[src/rtl/seg_pkg.sv]
// Shared constants and the hex-to-segment table for the seg_scan_mux display driver.
package seg_pkg;

  // Segment bit positions inside the 8-bit pattern: bits[6:0] = g..a, bit 7 = decimal point.
  localparam int SEG_A  = 0;
  localparam int SEG_G  = 6;
  localparam int SEG_DP = 7;

  // Active-high "everything off" pattern (inverted later for common-anode boards).
  localparam logic [7:0] SEG_OFF = 8'h00;

  // Active-high g..a pattern for one hex nibble.
  function automatic logic [6:0] seg_hex(input logic [3:0] nib);
    logic [6:0] pat;
    case (nib)
      4'h0: pat = 7'h3F;
      4'h1: pat = 7'h06;
      4'h2: pat = 7'h5B;
      4'h3: pat = 7'h4F;
      4'h4: pat = 7'h66;
      4'h5: pat = 7'h6D;
      4'h6: pat = 7'h7D;
      4'h7: pat = 7'h07;
      4'h8: pat = 7'h7F;
      4'h9: pat = 7'h6F;
      4'hA: pat = 7'h77;
      4'hB: pat = 7'h7C;
      4'hC: pat = 7'h39;
      4'hD: pat = 7'h5E;
      4'hE: pat = 7'h79;
      default: pat = 7'h71;
    endcase
    return pat;
  endfunction

endpackage

[src/rtl/seg_hex_decode.sv]
// Combinational nibble + decimal point -> active-high 8-bit segment pattern.
module seg_hex_decode
  import seg_pkg::*;
(
  input  logic [3:0] nibble_i,
  input  logic       dp_i,
  output logic [7:0] seg_o
);

  // Assemble g..a from the table and drop the decimal point into bit 7.
  always_comb begin
    seg_o              = SEG_OFF;
    seg_o[SEG_G:SEG_A] = seg_hex(nibble_i);
    seg_o[SEG_DP]      = dp_i;
  end

endmodule

[src/rtl/seg_scan_mux.sv]
// Multiplexed 7-segment scan driver: DIGITS hex digits time-shared on one segment
// bus with one-hot digit selects, a blank window at the start of every slot, and a
// per-frame snapshot of the inputs announced by frame_start.
// Optional build macro SEG_LEAD_ZERO_BLANK_EN: suppress leading zero digits at
// snapshot time (digit 0 always shows; a suppressed digit still lights its dp).
module seg_scan_mux
  import seg_pkg::*;
#(
  parameter int DIGITS     = 8,
  parameter int CLK_HZ     = 100_000_000,
  parameter int SCAN_HZ    = 1000,
  parameter int BLANK_CYC  = 2,
  parameter int ACTIVE_LOW = 0
) (
  input  logic                  clk,
  input  logic                  rst,
  input  logic [4*DIGITS-1:0]   data,
  input  logic [DIGITS-1:0]     dp,
  input  logic [DIGITS-1:0]     digit_en,
  output logic [7:0]            seg_data,
  output logic [DIGITS-1:0]     seg_cs,
  output logic                  frame_start
);

  localparam int DIV   = CLK_HZ / SCAN_HZ;
  localparam int CNT_W = $clog2(DIV);
  localparam int IDX_W = (DIGITS > 1) ? $clog2(DIGITS) : 1;

  // Idle levels at the pins; XOR with these turns active-high into board polarity.
  localparam logic [DIGITS-1:0] CS_IDLE  = (ACTIVE_LOW != 0) ? '1 : '0;
  localparam logic [7:0]        SEG_IDLE = (ACTIVE_LOW != 0) ? ~SEG_OFF : SEG_OFF;

  logic [CNT_W-1:0]        cnt_q, cnt_d;
  logic [IDX_W-1:0]        idx_q, idx_d;
  logic [DIGITS-1:0][3:0]  snap_data_q, snap_data_d;
  logic [DIGITS-1:0]       snap_dp_q, snap_dp_d;
  logic [DIGITS-1:0]       snap_en_q, snap_en_d;
  logic [DIGITS-1:0]       snap_sup_q, snap_sup_d;
  logic                    frame_start_q, frame_start_d;
  logic [7:0]              seg_data_q, seg_data_d;
  logic [DIGITS-1:0]       seg_cs_q, seg_cs_d;

  logic [DIGITS-1:0][3:0]  data_nib;
  logic                    load;
  logic [7:0]              dec_pattern;
  logic [DIGITS-1:0]       cs_hi;
  logic [7:0]              seg_hi;

  assign data_nib = data;
  assign load     = (cnt_q == '0) && (idx_q == '0);

  // Slot counter and digit index: idx steps on the last clock of each slot.
  // NOTE: combinational blocks assign every output a default first, so no path
  // leaves a signal unassigned and no latch is inferred.
  always_comb begin
    cnt_d = cnt_q + CNT_W'(1);
    idx_d = idx_q;
    if (cnt_q == CNT_W'(DIV - 1)) begin
      cnt_d = '0;
      if (idx_q == IDX_W'(DIGITS - 1)) idx_d = '0;
      else                             idx_d = idx_q + IDX_W'(1);
    end
  end

`ifdef SEG_LEAD_ZERO_BLANK_EN
  logic [DIGITS-1:0] lz_keep;

  // Keep every digit at or below the highest nonzero nibble; digit 0 always kept.
  always_comb begin
    logic seen;
    seen    = 1'b0;
    lz_keep = '0;
    for (int i = DIGITS - 1; i >= 0; i--) begin
      seen       = seen | (data_nib[i] != 4'h0);
      lz_keep[i] = seen;
    end
    lz_keep[0] = 1'b1;
  end
`endif

  // Frame snapshot: capture inputs on the first clock of slot 0, which is blank.
  always_comb begin
    snap_data_d   = snap_data_q;
    snap_dp_d     = snap_dp_q;
    snap_en_d     = snap_en_q;
    snap_sup_d    = snap_sup_q;
    frame_start_d = load;
    if (load) begin
      snap_data_d = data_nib;
      snap_dp_d   = dp;
`ifdef SEG_LEAD_ZERO_BLANK_EN
      // A suppressed digit stays selectable only to show its decimal point.
      snap_en_d   = digit_en & (lz_keep | dp);
      snap_sup_d  = ~lz_keep;
`else
      snap_en_d   = digit_en;
      snap_sup_d  = '0;
`endif
    end
  end

  seg_hex_decode u_dec (
    .nibble_i (snap_data_q[idx_q]),
    .dp_i     (snap_dp_q[idx_q]),
    .seg_o    (dec_pattern)
  );

  // Next output pattern from the current slot position and the frame snapshot.
  always_comb begin
    cs_hi  = '0;
    seg_hi = SEG_OFF;
    if ((cnt_q >= CNT_W'(BLANK_CYC)) && snap_en_q[idx_q]) begin
      cs_hi  = DIGITS'(1) << idx_q;
      seg_hi = dec_pattern;
      if (snap_sup_q[idx_q]) begin
        seg_hi         = SEG_OFF;
        seg_hi[SEG_DP] = snap_dp_q[idx_q];
      end
    end
    seg_cs_d   = cs_hi ^ CS_IDLE;
    seg_data_d = seg_hi ^ SEG_IDLE;
  end

  // State and output registers; reset aborts the scan and drives the pins idle.
  // NOTE: sequential state is written with non-blocking assignments only, so every
  // register samples pre-edge values regardless of statement order.
  always_ff @(posedge clk) begin
    if (rst) begin
      cnt_q         <= '0;
      idx_q         <= '0;
      // NOTE: the snapshot is a handful of flops, not a RAM, so it is cleared on
      // reset to give a defined state before the first capture.
      snap_data_q   <= '0;
      snap_dp_q     <= '0;
      snap_en_q     <= '0;
      snap_sup_q    <= '0;
      frame_start_q <= 1'b0;
      seg_data_q    <= SEG_IDLE;
      seg_cs_q      <= CS_IDLE;
    end else begin
      cnt_q         <= cnt_d;
      idx_q         <= idx_d;
      snap_data_q   <= snap_data_d;
      snap_dp_q     <= snap_dp_d;
      snap_en_q     <= snap_en_d;
      snap_sup_q    <= snap_sup_d;
      frame_start_q <= frame_start_d;
      seg_data_q    <= seg_data_d;
      seg_cs_q      <= seg_cs_d;
    end
  end

  assign seg_data    = seg_data_q;
  assign seg_cs      = seg_cs_q;
  assign frame_start = frame_start_q;

endmodule

[config.mk]
export PLATFORM = sky130hd
export DESIGN_NAME = seg_scan_mux
export DESIGN_NICKNAME = d
export VERILOG_FILES = /design/src/rtl/seg_pkg.sv /design/src/rtl/seg_hex_decode.sv /design/src/rtl/seg_scan_mux.sv
export SDC_FILE = /design/constraint.sdc
export NUM_CORES = 1
export LEC_CHECK = 0
export ABC_AREA = 1
export CAP_MARGIN = 20
export CORE_MARGIN = 8
export CORE_UTILIZATION = 50
export CTS_BUF_LIST = sky130_fd_sc_hd__clkbuf_4 sky130_fd_sc_hd__clkbuf_8
export CTS_CLUSTER_SIZE = 25
export DETAILED_ROUTE_END_ITERATION = 8
export PLACE_DENSITY = 0.83
export SETUP_SLACK_MARGIN = 0.5
export SLEW_MARGIN = 20
export SYNTH_ARGS = -nofsm -noshare
export SYNTH_HDL_FRONTEND = slang
export SYNTH_SLANG_ARGS = --single-unit
[constraint.sdc]
create_clock -name clk -period 4.5 [get_ports clk]
set_input_delay 0.9 -clock clk [delete_from_list [all_inputs] [get_ports clk]]
set_output_delay 0.9 -clock clk [all_outputs]
set_load 0.01 [all_outputs]
Word level (Yosys, flattened, before mapping). Memories as Yosys holds them, arrays and structs flattened. A register that Yosys moved wholly into a read port is not among the register bits. Cells that the tools add are included.

Bits in read-only memories: 120. Word-level logic and storage cells: 42. Register bits after elaboration: 78. Memories: 2.

Bitwise operators: 1. Eq/ne operators: 2. Reductions and logical operators: 7. Shift operators: 1. Mux-type cells: 10. Add/sub/neg operators: 2. Magnitude comparators: 2.

Memories: (name not given) (words 16, bits a word 7, rd ports 1, clocked after memory_dff 1, wr ports 0, RTL line seg_pkg.sv:15) `case (nib)`; (name not given) (words 8, bits a word 1, rd ports 1, clocked after memory_dff 1, wr ports 0, RTL line seg_scan_mux.sv:115) `if (snap_sup_q[idx_q]) begin`.

Operators by type and width (number): 17-bit by 1-bit adder with 17-bit output, second input constant (1); 17-bit equality test, second input constant (1); 17-bit by 2-bit greater-or-equal comparator with 1-bit output, second input constant (1); 17-bit zero test (1); 4-bit binary-select mux with 3-bit select (1); 3-bit two-way mux (3); 1-bit by 3-bit << shifter with 8-bit output, first input constant (1); 1-bit binary-select mux with 3-bit select (2); 3-bit by 4-bit less-than comparator with 1-bit output, second input constant (1); 4-bit two-way mux (1); 2-bit OR reduction (2); 3-bit by 1-bit adder with 3-bit output, second input constant (1); 3-bit equality test, second input constant (1); 3-bit zero test (1); 1-bit two-way mux (3); 3-bit OR reduction (1); 1-bit logical AND (2); 1-bit NOT (1).

Longest topological paths before layout.
Depth after elaboration: 5. Mapped depth: 14.

By module. A second synthesis with hierarchy kept.

Cell total of the unflattened synthesis: 661. Area total of the unflattened synthesis: 4274.1 sq um.

By module, submodules not included: seg_scan_mux (cells each 606, area each 3960.0 sq um, times used 1); seg_hex_decode (cells each 55, area each 314.1 sq um, times used 1).

Least setup slack after synthesis. OpenSTA, ideal clock, no wires.

Kind: register to register. Start: reg idx_q[0]. End: reg seg_data_q[5] (netlist: seg_data[5]). Data arrival time: 1642 ps. Path slack: 2744 ps. Stages on the path, launching flop included: 15. Clock period less this slack: 1756 ps. Cell sequence: dfxtp_1 > buf_6 > inv_6 > buf_2 > a21oi_1 > o21ai_0 > nand3_1 > nand2_1 > inv_1 > ha_1 > inv_1 > nand2_1 > nand2_1 > a21oi_1 > nor2_1.

Word-level cells in the longest chain between the ends: 5.

RTL lines: start, declared (RTL line seg_scan_mux.sv:34) `logic [IDX_W-1:0] idx_q, idx_d;`; start signal, assigned (RTL line seg_scan_mux.sv:142) `idx_q <= idx_d;`; 1-bit binary-select mux with 3-bit select (RTL line seg_scan_mux.sv:112) `if ((cnt_q >= CNT_W'(BLANK_CYC)) && snap_en_q[idx_q]) begin`; 1-bit two-way mux (implied by the code) (RTL line seg_scan_mux.sv:112); 1-bit logical AND (RTL line seg_scan_mux.sv:112); 1-bit NOT (no line); 3-bit OR reduction (no line); end signal, assigned (RTL line seg_scan_mux.sv:148) `seg_data_q <= seg_data_d;`; end, declared (RTL line seg_scan_mux.sv:40) `logic [7:0] seg_data_q, seg_data_d;`.

Parallel ways exist; a longest one is shown, timed or not. The select of a mux whose other input is x is not followed. A chain may end at the register's enable or synchronous reset.

Worst setup path in the final report.
Start: reg idx_q[0]. End: reg snap_en_q[5].

Word-level cells in the longest chain between the ends: 2.

RTL lines: 3-bit zero test (RTL line seg_scan_mux.sv:50) `assign load = (cnt_q == '0) && (idx_q == '0);`; 1-bit logical AND (RTL line seg_scan_mux.sv:50); end signal, assigned (RTL line seg_scan_mux.sv:145) `snap_en_q <= snap_en_d;`; end, declared (RTL line seg_scan_mux.sv:37) `logic [DIGITS-1:0] snap_en_q, snap_en_d;`.

No other way between the ends.

==> impl_metrics.env <==
export IMPL_status="finished, final reports clean"
export IMPL_setup_tns_ns=0
export IMPL_synth_warnings=0
export IMPL_seq_area_frac_synth_pct=42.8
export IMPL_mostFrequentLayoutCell="nand2_1"
export IMPL_cts_sinks=85
export IMPL_diodes=0
export IMPL_vias_per_cell=5.05
export IMPL_cts_tree="built"
export IMPL_cp_slowest_cell="dfxtp_1"
export IMPL_slowest_delay_ns=0.99
export IMPL_required_ns=4.79
export IMPL_synth_fp_nets=609
export IMPL_wl_per_cell_um=12.9
export IMPL_leakagePower_nw=1.98
export IMPL_drt_iter0_markers=189
export IMPL_tightest_slew_ns=1.00
export IMPL_fin_crit_ns=2.90
export IMPL_period_share_pct=64.3
export IMPL_wirelength_mm=9.09
export IMPL_rows=32
export IMPL_hpwl_mm=6.58
export IMPL_synth_top_area_cell="dfxtp_1"
export IMPL_drc_errors=0
export IMPL_finClkSkew_ns=0.00958
export IMPL_cts_max_level=3
export IMPL_cts_hold_buf=0
export IMPL_ant_nets=0
export IMPL_fill_cells=659
export IMPL_reg2reg_depth=9
export IMPL_core_sq_um=7730
export IMPL_ios=67
export IMPL_syn_to_final_growth_pct=23.1
export IMPL_num_vias=3572
export IMPL_critPathLaunchType="flip-flop"
export IMPL_start_util_pct=51.4
export IMPL_p_per_area_nw_per_um2=352
export IMPL_crit_path_start="idx_q[0]"
export IMPL_max_freq_mhz=345
export IMPL_r2r_end="snap_en_q[5]"
export IMPL_fin_nets=665
export IMPL_path_cells="inv_6 > ha_1 > nand2_1 > nor2_1 > nand3_2 > buf_16 > buf_4 > o21ai_0 > a21oi_1"
export IMPL_die_x_um=105
export IMPL_regToRegStartpoint="idx_q[0]"
export IMPL_syn_area_sq_um=3980
export IMPL_antenna_found_initial=0
export IMPL_slew_limit_headroom_pct=33.2
export IMPL_dieArea_sq_um=11100
export IMPL_clk_latency_ns=0.36
export IMPL_gp_congestion=0.854
export IMPL_grt_pass1_wl_mm=15.3
export IMPL_syn_inst=544
export IMPL_cts_resized=0
export IMPL_synthTopCellsByArea="dfxtp_1 43%, a21oi_1 8.8%, nand2_1 8.4%, o21ai_0 7.8%, inv_1 7.4%"
export IMPL_cts_made_buffers=9
export IMPL_root_buffer="clkbuf_8"
export IMPL_grt_pass1_vias=3415
export IMPL_drv_cap=0
export IMPL_multi_input_area_sq_um=1810
export IMPL_cts_setup_buffers=0
export IMPL_worstPathMaxFanout=42
export IMPL_vdd_drop_max_mv=0.251
export IMPL_port_buffers=66
export IMPL_dr_pass1_iters=4
export IMPL_ctsLongestPathBuffers=2
export IMPL_fp_dieH_um=105
export IMPL_hold_violations=0
export IMPL_cp_endpoint="snap_en_q[5]"
export IMPL_drive_gt1_share_pct=7.60
export IMPL_synth_avg_cell_area_sq_um=7.31
export IMPL_layout_common_cells="89 x nand2_1, 85 x dfxtp_1, 78 x inv_1"
export IMPL_register_area_sq_um=1700
export IMPL_yosys_register_bits=85
export IMPL_drv_slew=0
export IMPL_rsz0062_at_grt="no"
export IMPL_hp_class="flip-flop to flip-flop"
export IMPL_grt_overflow_total=0
export IMPL_setup_violations_final=0
export IMPL_end_kind="flip-flop"
export IMPL_synth_top_cell_area_share_pct=42.8
export IMPL_grt_max_degree=68
export IMPL_ff2ff_setup_slack_ns=1.60
export IMPL_hold_worst_slack_ns=0.449
export IMPL_cts_reportedPaths_clkPinSlew_ns=0.09
export IMPL_track_usage_pct=16.4
export IMPL_worstSetupPathType="flip-flop to flip-flop"
export IMPL_worst_ep_arrival_time_ns=3.19
export IMPL_ys_types=31
metrics by stage:
step                      total power (W)  util [%]  area (sq um)  setup WS (ns)  instances
after floorplan                   0.00102         -          3980           2.74        544
after global placement            0.00110      60.0          4630           1.57        690
after detailed placement          0.00111      60.0          4630           1.43        690
after CTS                         0.00172      63.0          4860           1.41        706
after global routing              0.00180      63.3          4890           1.34        707
final                             0.00172      63.3          4890           1.60        707
logic make-up after synthesis:
family	Yosys count	synth area share, %
AND/OR/NAND/NOR	192	21.6
buffers and inverters	107	11.6
flip-flops	85	42.8
XOR/XNOR	4	0.881
AO/OA/AOI/OAI	141	18.4
adder cells (fa/ha/maj)	15	4.72
worst max-delay path: cells and delay by family (launching register included):
kind / cells / cell delay [ns]
fa+ha+maj: 1 / 0.30
flops: 1 / 0.99
buf+inv: 3 / 0.74
compound gates: 2 / 0.29
simple gates: 3 / 0.49
cells in the mapped netlist, drive strengths merged:
cell type and count:
a21oi 75, dfxtp 85, a211oi 1, inv 83, nor3 5, ha 15, and3 1, or2 2
nor2 43, nand4 6, clkbuf 9, o21ai 63, o22ai 1, xnor2 1, nor3b 1, buf 15
o21a 1, nand3 40, xor2 3, nand2 94
layer usage:
| layer | vias up | global-route usage [%] | share of wire (%) |
|---|---|---|---|
| li1 | 1861 | - | - |
| met2 | 100 | 26.7 | 48 |
| met3 | 11 | 3.62 | 5.8 |
| met4 | 0 | 7.44 | 1.5 |
| met5 | - | 0 | 0 |
| met1 | 1600 | 20.3 | 45 |
cell type report:
class,instances,area share (%)
multi-input combinational,352,37.0
inverter,83,6.47
clock buffer,10,2.81
timing repair buffer,69,14.4
tap,102,2.61
clock inverter,6,1.92
sequential,85,34.8
flip-flops by register name, summed over array words and instances, names as in the netlist:
signal	cells
snap_data_q	32
cnt_q	17
seg_cs	8
seg_data	8
snap_dp_q	8
snap_en_q	8
idx_q	3
frame_start	1
power by group:
part           switching (W)  leakage, nW  internal [W]
sequential         0.0000268        0.698      0.000812
clock               0.000287        0.113      0.000332
combinational       0.000147         1.17      0.000116
how the worst min path moves through the flow:
stage,start,endpoint,cells past startpoint
after floorplan,snap_data_q[13],snap_data_q[13],2
after global placement,snap_data_q[1],snap_data_q[1],2
after detailed placement,snap_data_q[29],snap_data_q[29],2
after CTS,snap_data_q[29],snap_data_q[29],2
after global routing,snap_data_q[1],snap_data_q[1],2
final,snap_data_q[29],snap_data_q[29],2
(Power assumes the default switching activity.)
